`src/rtl/clk_div_monitor_if.sv`:
```
// Signal bundle between the divided clock under test, its control and the monitor results.
interface clk_div_monitor_if #(
   parameter int unsigned CNT_W = 8
);
   logic             clk_mon;
   logic             clr;
   logic [CNT_W-1:0] period;
   logic             period_vld;
   logic [7:0]       edge_cnt;
   logic             win_done;
   logic             win_ok;
   logic             err_period;
   logic             locked;

   modport master (
      output clk_mon, clr,
      input  period, period_vld, edge_cnt, win_done, win_ok, err_period, locked
   );

   modport slave (
      input  clk_mon, clr,
      output period, period_vld, edge_cnt, win_done, win_ok, err_period, locked
   );
endinterface

```
`src/rtl/clk_div_monitor.sv`:
```
// Measures periods and per-window edge counts of a clk_in-synchronous divided clock,
// flags out-of-range periods and derives a lock indication from consecutive good windows.
module clk_div_monitor #(
   parameter int unsigned CNT_W     = 8,
   parameter int unsigned WIN       = 87,
   parameter int unsigned EDGES_EXP = 10,
   parameter int unsigned PMIN      = 8,
   parameter int unsigned PMAX      = 9,
   parameter int unsigned LOCK_N    = 2
) (
   input logic               clk_in,
   input logic               rst,
   clk_div_monitor_if.slave  mon
);
   localparam int unsigned      WCNT_W   = (WIN > 2) ? $clog2(WIN) : 1;
   localparam logic [CNT_W-1:0] PCNT_MAX = '1;
   localparam logic [CNT_W-1:0] PMIN_C   = CNT_W'(PMIN);
   localparam logic [CNT_W-1:0] PMAX_C   = CNT_W'(PMAX);
   localparam logic [WCNT_W-1:0] WLAST   = WCNT_W'(WIN - 1);
   localparam logic [7:0]       EDGES_C  = 8'(EDGES_EXP);
   localparam logic [1:0]       LOCK_C   = 2'(LOCK_N);

   typedef enum logic [0:0] {StUnlocked, StLocked} lock_state_e;

   logic              clk_d;
   logic              seen;
   logic [CNT_W-1:0]  pcnt;
   logic [WCNT_W-1:0] wcnt;
   logic [7:0]        ecnt;
   logic [1:0]        gcnt;
   lock_state_e       lock_q;

   logic [CNT_W-1:0]  period_q;
   logic              period_vld_q;
   logic [7:0]        edge_cnt_q;
   logic              win_done_q;
   logic              win_ok_q;
   logic              err_q;

   logic              rise;
   logic              bad_period;
   logic              win_close;
   logic              good_close;
   logic [7:0]        ecnt_inc;
   logic [1:0]        gcnt_nxt;

   assign rise       = mon.clk_mon & ~clk_d;
   assign bad_period = rise & seen & ((pcnt < PMIN_C) | (pcnt > PMAX_C));
   assign win_close  = (wcnt == WLAST);
   assign ecnt_inc   = (rise && ecnt != 8'hFF) ? ecnt + 8'd1 : ecnt;
   assign good_close = (ecnt_inc == EDGES_C);

   // A bad period overrides a good window closing in the same cycle.
   always_comb begin
      gcnt_nxt = gcnt;
      if (bad_period) begin
         gcnt_nxt = '0;
      end else if (win_close) begin
         if (!good_close)          gcnt_nxt = '0;
         else if (gcnt != LOCK_C)  gcnt_nxt = gcnt + 2'd1;
      end
   end

   always_ff @(posedge clk_in or negedge rst) begin
      if (!rst) begin
         clk_d        <= 1'b0;
         seen         <= 1'b0;
         pcnt         <= '0;
         wcnt         <= '0;
         ecnt         <= '0;
         gcnt         <= '0;
         lock_q       <= StUnlocked;
         period_q     <= '0;
         period_vld_q <= 1'b0;
         edge_cnt_q   <= '0;
         win_done_q   <= 1'b0;
         win_ok_q     <= 1'b0;
         err_q        <= 1'b0;
      end else begin
         // Keeps sampling through clr so the cycle after clr sees no false rise.
         clk_d <= mon.clk_mon;
         if (mon.clr) begin
            seen         <= 1'b0;
            pcnt         <= '0;
            wcnt         <= '0;
            ecnt         <= '0;
            gcnt         <= '0;
            lock_q       <= StUnlocked;
            period_q     <= '0;
            period_vld_q <= 1'b0;
            edge_cnt_q   <= '0;
            win_done_q   <= 1'b0;
            win_ok_q     <= 1'b0;
            err_q        <= 1'b0;
         end else begin
            if (rise)                   pcnt <= CNT_W'(1);
            else if (pcnt != PCNT_MAX)  pcnt <= pcnt + CNT_W'(1);
            seen         <= seen | rise;
            period_vld_q <= rise & seen;
            if (rise && seen) period_q <= pcnt;
            if (bad_period)   err_q    <= 1'b1;
            win_done_q <= win_close;
            if (win_close) begin
               wcnt       <= '0;
               ecnt       <= '0;
               edge_cnt_q <= ecnt_inc;
               win_ok_q   <= good_close;
            end else begin
               wcnt <= wcnt + WCNT_W'(1);
               ecnt <= ecnt_inc;
            end
            gcnt   <= gcnt_nxt;
            lock_q <= (gcnt_nxt == LOCK_C) ? StLocked : StUnlocked;
         end
      end
   end

   assign mon.period     = period_q;
   assign mon.period_vld = period_vld_q;
   assign mon.edge_cnt   = edge_cnt_q;
   assign mon.win_done   = win_done_q;
   assign mon.win_ok     = win_ok_q;
   assign mon.err_period = err_q;
   assign mon.locked     = (lock_q == StLocked);
endmodule

```
`src/flat_wrapper.sv`:
```
// flat-port wrapper written by rule: the top's interface ports become plain ports
module clk_div_monitor_flat 
#(
   parameter int unsigned CNT_W     = 8,
   parameter int unsigned WIN       = 87,
   parameter int unsigned EDGES_EXP = 10,
   parameter int unsigned PMIN      = 8,
   parameter int unsigned PMAX      = 9,
   parameter int unsigned LOCK_N    = 2
)
  (clk_in, rst, mon_clk_mon, mon_clr, mon_period, mon_period_vld, mon_edge_cnt, mon_win_done, mon_win_ok, mon_err_period, mon_locked);
  clk_div_monitor_if #(.CNT_W(CNT_W)) mon_i ();
  input logic clk_in;
  input logic rst;
  input wire logic [$bits(mon_i.clk_mon)-1:0] mon_clk_mon;
  input wire logic [$bits(mon_i.clr)-1:0] mon_clr;
  output wire logic [$bits(mon_i.period)-1:0] mon_period;
  output wire logic [$bits(mon_i.period_vld)-1:0] mon_period_vld;
  output wire logic [$bits(mon_i.edge_cnt)-1:0] mon_edge_cnt;
  output wire logic [$bits(mon_i.win_done)-1:0] mon_win_done;
  output wire logic [$bits(mon_i.win_ok)-1:0] mon_win_ok;
  output wire logic [$bits(mon_i.err_period)-1:0] mon_err_period;
  output wire logic [$bits(mon_i.locked)-1:0] mon_locked;
  assign mon_i.clk_mon = mon_clk_mon;
  assign mon_i.clr = mon_clr;
  assign mon_period = mon_i.period;
  assign mon_period_vld = mon_i.period_vld;
  assign mon_edge_cnt = mon_i.edge_cnt;
  assign mon_win_done = mon_i.win_done;
  assign mon_win_ok = mon_i.win_ok;
  assign mon_err_period = mon_i.err_period;
  assign mon_locked = mon_i.locked;
  clk_div_monitor #(.CNT_W(CNT_W), .WIN(WIN), .EDGES_EXP(EDGES_EXP), .PMIN(PMIN), .PMAX(PMAX), .LOCK_N(LOCK_N)) u_core (.clk_in(clk_in), .rst(rst), .mon(mon_i));
endmodule
```
`config.mk`:
```
export PLATFORM = sky130hd
export DESIGN_NAME = clk_div_monitor_flat
export DESIGN_NICKNAME = d
export VERILOG_FILES = /design/src/rtl/clk_div_monitor_if.sv /design/src/rtl/clk_div_monitor.sv /design/src/flat_wrapper.sv
export SDC_FILE = /design/constraint.sdc
export NUM_CORES = 1
export LEC_CHECK = 0
export CAP_MARGIN = 20
export CORE_MARGIN = 5
export CORE_UTILIZATION = 25
export CTS_BUF_LIST = sky130_fd_sc_hd__clkbuf_16
export DETAILED_ROUTE_END_ITERATION = 7
export MAX_ROUTING_LAYER = met4
export PLACE_DENSITY = 0.53
export SLEW_MARGIN = 5
export SYNTH_ARGS = -nofsm -noshare
export SYNTH_HDL_FRONTEND = slang
export SYNTH_SLANG_ARGS = --single-unit
```
`constraint.sdc`:
```
create_clock -name clk_in -period 3.3 [get_ports clk_in]
set_clock_uncertainty 0.1 [all_clocks]
set_input_delay 0.66 -clock clk_in [delete_from_list [all_inputs] [get_ports clk_in]]
set_output_delay 0.66 -clock clk_in [all_outputs]
set_load 0.01 [all_outputs]
```
==> qor.txt <==
Count of pins over their slew limit: 0
Post-route cell area: 0.00280 sq mm
Worst setup EP type: register
Final nets: 264
GR met2 Demand/Resource: 0.145
Data arrival time of the critical path: 2.60 ns
CTS resizes: 0
H-Tree Depth: 2
Hold WS: 0.368 ns
Netlist cell types: 40
Antenna violations before repair: 0
Unrepaired setup endpoints after global routing: false
Worst r2r src: u_core.ecnt[0]
Placed cell area: 0.00264 sq mm
MaxCap Viol Count: 0
Simple-gate share of the synthesized area: 0.225
Synth Area in XOR/XNOR: 0.0418
Rows: 35
Vert. Die Dim: 106 um
Rel. slew slack: 0.452
Final Hold Fails: 0
Main combinational cell family by area after synthesis: simple AND/OR/NAND/NOR gates
WP data required: 3.37 ns
GRT overflow: 0
CTS clk-pin slew, worst paths: 0.07 ns
Crit Path Category: in2reg
Top FF cell, synth: dfrtp_1
Setup TNS: 0 ns
Leak: 1.18 nW
Critical path peak fanout: 18
Post-synth top area share: 0.521
HPWL after detailed placement: 3.46 mm
Worst R2R End: u_core.mon.locked
Setup violations, final: 0
First-iteration detailed-routing DRC count: 55
Ys Warns: 0
ANT cells: 0
First-pass GRT wire length: 8.34 mm
Area of the die: 0.0112 sq mm
Post-CTS setup buffers: 0
Seq/Total Area, Yosys: 0.521
End-of-flow core utilization: 0.307
Reg2reg setup slack: 1.09 ns
Hold crit path type: in2async
Synth Register Bits: 48
Hold-fix buffer count after cts: 0
Synth async-reset ratio: 1.00
Largest net degree at the start of global routing: 37
DR pass1 iterations: 4
Filler cell count: 967
Crit path launch type: input pin
Routed wire length: 4.83 mm
Setup crit end: u_core.mon.locked
Mapped Nets: 242
Syn_area_per_cell: 9.97 sq um
Die X: 106 um
Slew @ Worst Pin: 0.822 ns
Met1 usage: 0.122
Post-layout min period: 2.52 ns
Mapped Cells: 231
Pwr/cell area: 442 mW/mm^2
GRT Total Usage: 0.0937
Number of global-route vias before repair: 1,682
FF+latch area: 0.00120 sq mm
Worst skew pair latency: 0.29 ns
Core footprint: 0.00911 sq mm
FF-to-FF path depth: 7
Drt wl/cell: 13.2 um
Area share of fa/ha/maj cells after synthesis: 0.0380
Largest area contributor in the netlist: dfrtp_1
Multi-input gate area: 0.00102 sq mm
GP Congestion: 0.828
Busiest grt layer: met2
Routed vias/inst: 4.67
Max Freq: 0.396 GHz
Port Buffer Count: 24
Area contributors post-synth: dfrtp_1, nor2_1, ha_1, nand3_1, a21oi_1
Synth Area in Compound Gates: 0.121
CTS root buf: clkbuf_16
Routed vias: 1,706
Met3 usage: 0.0243
Post-Place Cells: 357
Mux contribution to synthesized area: 0.0152
Non-filler cells in the finished layout: 365
Clock sink total: 48
Total clock buffers created by CTS: 5
TritonCTS clock tree: done
Period utilization: 0.765
Clk buf depth: 2
# DRC: 0
Share of layout cells above drive strength 1: 0.0866
Io pins: 25
Initial Utilization: 0.253
CP startpoint: mon_clk_mon
EDFF count, synth: 0
Mapped cell area: 0.00230 sq mm
Status: finished clean
P&R area growth vs syn: 21.5%
Antenna viol nets, final: 0
Peak VDD IR: 0.177 mV
==> per-stage QoR <==
step,total power (W),worst slack (ns)
after floorplan,0.000656,1.28
after global placement,0.000684,0.493
after detailed placement,0.000685,0.461
after CTS,0.00125,0.762
after global routing,0.00129,0.686
final,0.00124,0.776
==> placed cells by master (no fill, tap or decap), types with 2 or more instances in the layout <==
cell and n:
a211oi_1 7, a21oi_1 13, a22oi_2 2, a31oi_1 5
and3_1 5, and4_4 2, buf_4 3, clkbuf_16 5
clkdlybuf4s50_1 23, clkinv_1 2, dfrtp_1 48, ha_1 7
inv_1 6, mux2i_1 2, nand2_1 17, nand2b_1 3
nand3_1 15, nand3b_1 2, nand4_1 5, nor2_1 41
nor2b_1 2, nor3_1 4, o21ai_0 6, xnor2_1 5
xor2_1 6
==> layer usage <==
layer	wire [um]	vias to the layer above
li1	-	843
met4	30	0
met1	2370	819
met2	2270	36
met5	0	-
met3	156	8
==> synth_stat cells (3+ instances only) <==
| library cell | n |
|---|---|
| xnor2_1 | 5 |
| dfrtp_1 | 48 |
| inv_1 | 6 |
| a21oi_1 | 13 |
| nand2b_1 | 3 |
| nor3_1 | 4 |
| nand4_1 | 5 |
| nand3_1 | 15 |
| o21ai_0 | 6 |
| and3_1 | 5 |
| nand2_1 | 17 |
| a211oi_1 | 7 |
| ha_1 | 7 |
| clkbuf_1 | 9 |
| xor2_1 | 6 |
| nor2_1 | 41 |
| a31oi_1 | 5 |
==> state kept, by name, summed over array words and instances (netlist names) <==
register / flops
u_core.mon.period: 8
u_core.pcnt: 8
u_core.mon.err_period: 1
u_core.mon.locked: 1
u_core.mon.win_done: 1
u_core.seen: 1
u_core.mon.edge_cnt: 8
u_core.wcnt: 7
u_core.gcnt: 2
u_core.mon.period_vld: 1
u_core.mon.win_ok: 1
u_core.ecnt: 8
u_core.clk_d: 1
==> worst min path at each step <==
stage | depth (start not counted) | from | slack, ns | to
floorplan | 0 | rst | 0.26 | u_core.clk_d
global placement | 1 | u_core.wcnt[0] | 0.37 | u_core.wcnt[0]
detailed placement | 1 | u_core.wcnt[0] | 0.39 | u_core.wcnt[0]
CTS | 1 | u_core.wcnt[0] | 0.40 | u_core.wcnt[0]
global route | 1 | u_core.wcnt[0] | 0.43 | u_core.wcnt[0]
finish | 1 | rst | 0.37 | u_core.ecnt[5]
==> final cells by class <==
| cell class | count | area share |
|---|---|---|
| tap | 111 | 0.0496 |
| multi-input combinational | 165 | 0.363 |
| clock buffer | 5 | 0.0447 |
| clock inverter | 3 | 0.0134 |
| timing repair buffer | 27 | 0.0921 |
| sequential | 48 | 0.429 |
| inverter | 6 | 0.00805 |
==> critical path, stage by stage <==
cell	delay, ns
clkdlybuf4s50_1	0.51
nor2b_4	0.39
o21ai_2	0.16
mux2_4	0.34
a211oi_4	0.27
a22oi_2	0.09
nor3b_2	0.17
==> logic make-up after synthesis <==
group / after synthesis
DFF: 48
adders and majority gates: 7
muxes: 3
xor gates and xnor gates: 11
and+or+nand+nor: 104
buffers and inverters: 18
AOI/OAI and AO/OA: 40
==> power by group <==
part | internal, W | switching (W) | total [W]
clock network | 0.000352 | 0.000214 | 0.000566
logic | 0.0000216 | 0.0000408 | 0.0000624
registers | 0.000597 | 0.0000120 | 0.000610
total | 0.000971 | 0.000266 | 0.00124
Power figures use the tool's default switching activity.
